File: config.mk
export PLATFORM = sky130hd
export DESIGN_NAME = nibble_serial_alu_ctrl
export DESIGN_NICKNAME = d
export VERILOG_FILES = /design/src/rtl/alu_pkg.sv /design/src/rtl/nibble_addsub_slice.sv /design/src/rtl/nibble_serial_alu_ctrl.sv
export SDC_FILE = /design/constraint.sdc
export NUM_CORES = 1
export LEC_CHECK = 0
export CAP_MARGIN = 10
export CORE_ASPECT_RATIO = 1.1
export CORE_MARGIN = 2
export CORE_UTILIZATION = 58
export CTS_BUF_LIST = sky130_fd_sc_hd__clkbuf_4
export CTS_CLUSTER_DIAMETER = 30
export DETAILED_ROUTE_END_ITERATION = 12
export PLACE_DENSITY = 0.94
export SYNTH_ARGS = -nofsm -noshare
export SYNTH_HDL_FRONTEND = slang
export SYNTH_SLANG_ARGS = --single-unit
File: constraint.sdc
create_clock -name clk -period 7.5 [get_ports clk]
set_clock_uncertainty 0.2 [all_clocks]
set_input_delay 1.5 -clock clk [delete_from_list [all_inputs] [get_ports clk]]
set_output_delay 1.5 -clock clk [all_outputs]
set_load 0.005 [all_outputs]
File: src/rtl/alu_pkg.sv
// Shared encodings for the nibble-serial add/sub ALU: opcodes, FSM states, slice width.
package alu_pkg;

  localparam int NIBBLE_W = 4;

  localparam logic [1:0] OP_ADD = 2'b00;
  localparam logic [1:0] OP_ADC = 2'b01;
  localparam logic [1:0] OP_SUB = 2'b10;
  localparam logic [1:0] OP_SBC = 2'b11;

  typedef enum logic [1:0] {
    ST_IDLE = 2'b00,
    ST_RUN  = 2'b01,
    ST_DONE = 2'b10
  } state_t;

endpackage

File: src/rtl/nibble_addsub_slice.sv
// Combinational 4-bit ripple adder; exposes the carry into the top bit so the
// controller can form signed overflow on the final nibble.
module nibble_addsub_slice
  import alu_pkg::*;
(
  input  logic [NIBBLE_W-1:0] a,
  input  logic [NIBBLE_W-1:0] b,
  input  logic                cin,
  output logic [NIBBLE_W-1:0] s,
  output logic                cout,
  output logic                c3
);

  logic [NIBBLE_W:0] c;

  assign c[0] = cin;

  generate
    for (genvar gi = 0; gi < NIBBLE_W; gi++) begin : g_bit
      assign s[gi]   = a[gi] ^ b[gi] ^ c[gi];
      assign c[gi+1] = (a[gi] & b[gi]) | (a[gi] & c[gi]) | (b[gi] & c[gi]);
    end
  endgenerate

  assign cout = c[NIBBLE_W];
  assign c3   = c[NIBBLE_W-1];

endmodule

File: src/rtl/nibble_serial_alu_ctrl.sv
// Sequencer that runs one 4-bit add/sub slice across a WIDTH-bit operand pair,
// LSB nibble first, with a valid/ready request and response handshake.
module nibble_serial_alu_ctrl
  import alu_pkg::*;
#(
  parameter int WIDTH = 16
) (
  input  logic             clk,
  input  logic             rst_n,
  input  logic             req_valid,
  output logic             req_ready,
  input  logic [1:0]       req_op,
  input  logic [WIDTH-1:0] req_a,
  input  logic [WIDTH-1:0] req_b,
  input  logic             req_cin,
  output logic             rsp_valid,
  input  logic             rsp_ready,
  output logic [WIDTH-1:0] rsp_result,
  output logic             rsp_cout,
  output logic             rsp_zero,
  output logic             rsp_ovf,
  output logic             busy
);

  localparam int NIBBLES = WIDTH / NIBBLE_W;
  localparam int IDX_W   = (NIBBLES > 1) ? $clog2(NIBBLES) : 1;

  state_t               state_reg, state_next;
  logic [WIDTH-1:0]     a_reg, b_reg;
  logic                 carry_reg;
  logic [IDX_W-1:0]     idx_reg;
  logic [WIDTH-1:0]     rsp_result_reg;
  logic                 rsp_cout_reg, rsp_zero_reg, rsp_ovf_reg;

  logic [NIBBLE_W-1:0]  a_nib [NIBBLES];
  logic [NIBBLE_W-1:0]  b_nib [NIBBLES];
  logic [NIBBLE_W-1:0]  acc_nib_reg [NIBBLES-1];
  logic [WIDTH-1:0]     result_full;
  logic [NIBBLE_W-1:0]  slice_s;
  logic                 slice_cout, slice_c3;
  logic                 accept, running, last_nib;

  assign accept   = req_valid && (state_reg == ST_IDLE);
  assign running  = (state_reg == ST_RUN);
  assign last_nib = (idx_reg == IDX_W'(NIBBLES - 1));

  generate
    for (genvar gi = 0; gi < NIBBLES; gi++) begin : g_nib
      assign a_nib[gi] = a_reg[gi*NIBBLE_W +: NIBBLE_W];
      assign b_nib[gi] = b_reg[gi*NIBBLE_W +: NIBBLE_W];
      if (gi < NIBBLES - 1) begin : g_acc
        always_ff @(posedge clk or negedge rst_n) begin
          if (!rst_n)
            acc_nib_reg[gi] <= '0;
          else if (running && idx_reg == IDX_W'(gi))
            acc_nib_reg[gi] <= slice_s;
        end
        assign result_full[gi*NIBBLE_W +: NIBBLE_W] = acc_nib_reg[gi];
      end else begin : g_top
        // Top nibble goes straight from the slice into the response register.
        assign result_full[gi*NIBBLE_W +: NIBBLE_W] = slice_s;
      end
    end
  endgenerate

  nibble_addsub_slice u_slice (
    .a    (a_nib[idx_reg]),
    .b    (b_nib[idx_reg]),
    .cin  (carry_reg),
    .s    (slice_s),
    .cout (slice_cout),
    .c3   (slice_c3)
  );

  always_ff @(posedge clk or negedge rst_n) begin
    if (!rst_n) state_reg <= ST_IDLE;
    else        state_reg <= state_next;
  end

  always_comb begin
    state_next = state_reg;
    case (state_reg)
      ST_IDLE: if (req_valid) state_next = ST_RUN;
      ST_RUN:  if (last_nib)  state_next = ST_DONE;
      ST_DONE: if (rsp_ready) state_next = ST_IDLE;
      default: state_next = ST_IDLE;
    endcase
  end

  always_ff @(posedge clk or negedge rst_n) begin
    if (!rst_n) begin
      a_reg          <= '0;
      b_reg          <= '0;
      carry_reg      <= 1'b0;
      idx_reg        <= '0;
      rsp_result_reg <= '0;
      rsp_cout_reg   <= 1'b0;
      rsp_zero_reg   <= 1'b0;
      rsp_ovf_reg    <= 1'b0;
    end else if (accept) begin
      a_reg     <= req_a;
      // Subtraction is A + ~B + cin; SUB forces cin=1, ADD forces cin=0.
      b_reg     <= req_op[1] ? ~req_b : req_b;
      carry_reg <= req_op[0] ? req_cin : req_op[1];
      idx_reg   <= '0;
    end else if (running) begin
      carry_reg <= slice_cout;
      idx_reg   <= last_nib ? '0 : idx_reg + 1'b1;
      if (last_nib) begin
        rsp_result_reg <= result_full;
        rsp_cout_reg   <= slice_cout;
        rsp_zero_reg   <= ~|result_full;
        rsp_ovf_reg    <= slice_cout ^ slice_c3;
      end
    end
  end

  assign req_ready  = (state_reg == ST_IDLE);
  assign rsp_valid  = (state_reg == ST_DONE);
  assign busy       = (state_reg != ST_IDLE);
  assign rsp_result = rsp_result_reg;
  assign rsp_cout   = rsp_cout_reg;
  assign rsp_zero   = rsp_zero_reg;
  assign rsp_ovf    = rsp_ovf_reg;

endmodule

# Word level (Yosys, flattened, before mapping)
# Index checks and enable logic that the tools add are counted.
# op_classes
n_reduce_logical,12
bitwise_logic,32
n_lt_le_gt_ge,1
eq_ne,8
muxes,17
addsub,1
# ops
op,count
binary-select mux 4 bit (select 2 bit),2
two-way mux 16 bit,1
two-way mux 4 bit,4
NOT 16 bit,1
OR reduction 16 bit,1
AND 1 bit,12
two-way mux 2 bit,6
bitwise XOR 1 bit,9
OR 1 bit,8
== test 2 bit (second input constant),3
case mux 2 bit (3 select lines),1
AND reduction 3 bit,2
== test 2 x 1 -> 1 bit (second input constant),2
logical AND 1 bit,4
zero test 2 bit,2
!= test 2 x 1 -> 1 bit (second input constant),2
nonzero test 2 bit,2
greater-or-equal comparator 3 bit (second input constant),1
two-way mux 1 bit,3
NOT 2 -> 3 bit,1
adder 2 x 1 -> 2 bit (second input constant),1
!= test 2 bit (second input constant),1
zero test 1 bit,1
NOT 1 bit,1
# totals
output_inout_bits,22
regBits,68
wordCells,83

# Logic depth before layout (Yosys ltp)
# logic_depth
depth_word,18
depth_mapped,10
depth_no_buf,9

# Modules after synthesis
# From an unflattened synthesis, not the netlist that was laid out.
# unflattened
hier_cells,232
hier_area_um2,3163.0
# modules_own_cells
mod,area_per_inst_um2,instances,cells_per_inst
nibble_serial_alu_ctrl,3045.4,1,218
nibble_addsub_slice,117.6,1,14

# Worst setup path after synthesis
# Ideal clock, no wire load.
# synth_path
path_kind,register to register
from,register idx_reg[0]
to,register rsp_zero_reg (netlist: rsp_zero)
setup_time_ns,0.135
t_arrival_ns,3.219
required_ns,7.165
period_less_slack_ns,3.554
path_buffers,1
path_slack_ns,3.946
path_stages_with_launch,11
path_cell_list,dfrtp_1 -> buf_2 -> mux4_2 -> fa_1 -> fa_1 -> fa_1 -> inv_1 -> fa_1 -> nor4b_1 -> nand4_1 -> o21ai_0
# synth_between
elab_chain_cells,16
# synth_lines
element,line_no,rtl
"start, declared",nibble_serial_alu_ctrl.sv:31,logic [IDX_W-1:0] idx_reg;
"start signal, assigned",nibble_serial_alu_ctrl.sv:108,idx_reg <= last_nib ? '0 : idx_reg + 1'b1;
NOT 2 -> 3 bit (implied by the code),"nibble_serial_alu_ctrl.sv:67, nibble_serial_alu_ctrl.sv:68",
"binary-select mux 4 bit (select 2 bit), on equally long branches","nibble_serial_alu_ctrl.sv:67, nibble_serial_alu_ctrl.sv:68",
"two-way mux 4 bit, on equally long branches (2 in series)","nibble_serial_alu_ctrl.sv:67, nibble_serial_alu_ctrl.sv:68",
AND 1 bit,nibble_addsub_slice.sv:21,assign c[gi+1] = (a[gi] & b[gi]) | (a[gi] & c[gi]) | (b[gi] & c[gi]);
OR 1 bit (2 in series),nibble_addsub_slice.sv:21,
AND 1 bit,nibble_addsub_slice.sv:21,
OR 1 bit (2 in series),nibble_addsub_slice.sv:21,
AND 1 bit,nibble_addsub_slice.sv:21,
OR 1 bit (2 in series),nibble_addsub_slice.sv:21,
bitwise XOR 1 bit,nibble_addsub_slice.sv:20,assign s[gi] = a[gi] ^ b[gi] ^ c[gi];
OR reduction 16 bit,nibble_serial_alu_ctrl.sv:112,rsp_zero_reg <= ~|result_full;
zero test 1 bit,nibble_serial_alu_ctrl.sv:112,
"end signal, assigned",nibble_serial_alu_ctrl.sv:112,
"end, declared",nibble_serial_alu_ctrl.sv:33,"logic rsp_cout_reg, rsp_zero_reg, rsp_ovf_reg;"
# Parallel ways exist; a longest one is shown, timed or not. The select of a mux whose other input is x is not followed.
# A chain may end at the register's enable or synchronous reset.

# Worst setup path in the final report
# Ends and elaborated chain as after synthesis.

==> impl_results.md <==
* Die Outline Area at 5990 um^2
* First-pass GRT wire length at 9.50 mm
* Post-route total power at 1780 uW
* Placed inst area at 3740 um^2
* RSZ-0062 raised after global routing: no
* Met1 GRT Util at 26.2%
* Initial cell density of the core at 59.1%
* WHS at 0.293 ns
* ANT cells at 0
* Total number of vias at 1953
* Fraction of met2 tracks used by global routing at 36.3%
* Routed vias/inst at 5.29
* Detailed Routing Iterations Pass 1 at 4
* Pin count of the biggest net entering global routing at 69
* Endpoints failing hold at 0
* Highest Clock Rate at 257 MHz
* Worst hold path class: reg2reg
* Number of global-route vias before repair at 2044
* Endpoint kind of the worst setup timing path: flop
* Buffer count from post-CTS setup fixing at 0
* Clock sink count at 68
* Remaining design rule violation count at 0
* Max-slew headroom at 23.9%
* Half-perimeter wire length of the detailed placement result at 4.00 mm
* Number of input and output port buffers inserted at 60
* Die boundary height at 81.0 um
* Minimum clock period at 3.89 ns
* Ratio of total power to cell area at 458 nW/um^2
* Cell seen most often among critical-path stages: fa_1
* Post-route ant nets at 0
* Clock-pin slew of the registers on the worst-case setup and hold paths at 0.11 ns
* Internal reg-to-reg setup slack at 3.61 ns
* Root buffer cell: clkbuf_4
* Post-synthesis net count at 277
* Maximum resistive drop on vdd at 0.350 mV
* Aggregate global-route resource usage at 21.7%
* Fraction of the cycle the final worst path needs at 51.9%
* Top-Level Pins at 61
* Final cell area excluding filler cells at 3890 um^2
* Worst-path fanout max at 13
* Global placement routability congestion at 0.766
* Floorplan core area at 5290 um^2
* Netlist area before placement at 3120 um^2
* Startpoint-to-endpoint class of the critical path: reg2reg
* Most common cell after layout, fill and taps aside: dfrtp_1
* Cell with the largest stage delay on the worst path: dfrtp_1
* Clock Latency Late Sink at 0.41 ns
* Final max-slew violation count at 0
* Worst-Margin Slew at 1.14 ns
* Htree depth at 3
* Count of final setup violators at 0
* Sequence of cells on the critical path: mux4_2 -> fa_1 -> fa_1 -> fa_1 -> inv_1 -> fa_1 -> nor4b_1 -> nand4_1 -> o21ai_0
* DRC violation total after the first TritonRoute iteration at 94
* Library cells used by synthesis at 25
* Area growth from synthesis to layout at 24.5%
* Max Root-Sink Buffers at 2
* Placement Rows at 28
* Post-cts resize count at 0
* Max stage delay on crit path at 0.78 ns
* Share of post-route cells with drive strength above 1 at 22.1%
* Critical Path RT at 7.56 ns
* Busiest layer in global routing: met2
* WL per Instance at 15.0 um
* Register area share after synthesis at 54.5%
* Total negative slack at 0 ns
* CTS tree: built
* Final nets at 336
* Hold bufs inserted after CTS at 0
* Post-Syn Instances at 230
* Most used cells in the layout excluding fill and tap cells: dfrtp_1, clkdlybuf4s50_1, mux2_2, o21ai_0, nand2_1
* Yosys warns at 0
* Overall routed net length at 5.55 mm
* Run status: finished clean
* TritonCTS Buffers at 9
* Average cell area after synthesis at 13.6 um^2
* Initial antenna violation count at 0
* Arrival time of data at the critical path endpoint at 3.95 ns
* Total global routing overflow at 0
* Max-capacitance violation count at 0
* Met3 routing resource usage after global routing at 5.58%
* Synth Register Bits at 68
* Leakage power at 0.00170 uW
* Critical Path Source Type: flop
* Die Wd at 74.0 um
synthesized netlist by cell type, drive strengths merged:
| library cell | instances | area [um^2] |
|---|---|---|
| mux2 | 40 | 499 |
| xor2 | 1 | 8.76 |
| ha | 4 | 50.1 |
| or3b | 1 | 8.76 |
| mux4 | 8 | 180 |
| inv | 8 | 30.0 |
| nand2b | 2 | 12.5 |
| nor4 | 3 | 18.8 |
| fa | 4 | 80.1 |
| o221ai | 1 | 8.76 |
| nand4 | 1 | 6.26 |
| or2 | 1 | 6.26 |
| o31ai | 1 | 7.51 |
| clkbuf | 4 | 15.0 |
| o21ai | 26 | 130 |
| xnor2 | 16 | 140 |
| nand3 | 3 | 15.0 |
| mux2i | 1 | 10.0 |
| dfrtp | 68 | 1700 |
| nand2 | 23 | 86.3 |
| nor4b | 1 | 8.76 |
| nand3b | 4 | 30.0 |
| buf | 9 | 70.1 |
power by group:
part           switching (uW)  internal, uW
sequential                133           549
clock                     125           136
combinational             364           477
total                     622          1160
layout make-up:
type,count,area [um^2]
clock inverter,6,78.8
clock buffer,10,75.1
multi-input combinational,141,1310
tap,75,93.8
fill,353,1400
timing repair buffer,61,603
sequential,68,1700
inverter,8,30.0
critical path, delay by kind of cell (launching register included):
kind	cells	cell delay (ns)
adder cells (fa/ha/maj)	4	1.72
buffers and inverters	1	0.09
multiplexers	1	0.61
AO/OA/AOI/OAI	1	0.07
flip-flops	1	0.78
AND/OR/NAND/NOR	2	0.27
per-stage QoR:
| step | setup WS, ns | util [%] | std cells |
|---|---|---|---|
| 2_1_floorplan | 3.95 | - | 230 |
| 3_3_place_gp | 3.72 | 70.6 | 353 |
| 3_5_place_dp | 3.64 | 70.6 | 353 |
| 4_1_cts | 3.60 | 73.5 | 369 |
| 5_1_grt | 3.43 | 73.5 | 369 |
| 6_report | 3.61 | 73.5 | 369 |
path summary, 6_finish.rpt:
check,start,endpoint,depth (start not counted)
min,b_reg[12]$_DFFE_PN0P_,b_reg[12]$_DFFE_PN0P_,2
min in group asynchronous,rst_n,rsp_result[5]$_DFFE_PN0P_,2
max reg2reg,idx_reg[0]$_DFFE_PN0P_,rsp_zero$_DFFE_PN0P_,9
min reg2reg,b_reg[12]$_DFFE_PN0P_,b_reg[12]$_DFFE_PN0P_,2
max,idx_reg[0]$_DFFE_PN0P_,rsp_zero$_DFFE_PN0P_,9
max in group asynchronous,rst_n,b_reg[9]$_DFFE_PN0P_,2
kinds of logic (layout without fill, tap and decap cells):
family	count (synthesis)	count (layout)	share of synthesized area (%)
DFF	68	68	54.5
muxes	49	49	22.1
and+or+nand+nor	39	39	6.17
AOI/OAI and AO/OA	28	28	4.69
buffers and inverters	21	85	3.68
xor gates and xnor gates	17	17	4.77
adders and majority gates	8	8	4.17
routing by layer:
metal / up-vias / wire [um]
li1: 917 / -
met1: 963 / 2300
met2: 57 / 2880
met3: 16 / 208
met4: 0 / 158
met5: - / 0
Note: power is estimated with default switching activity, not from simulation.
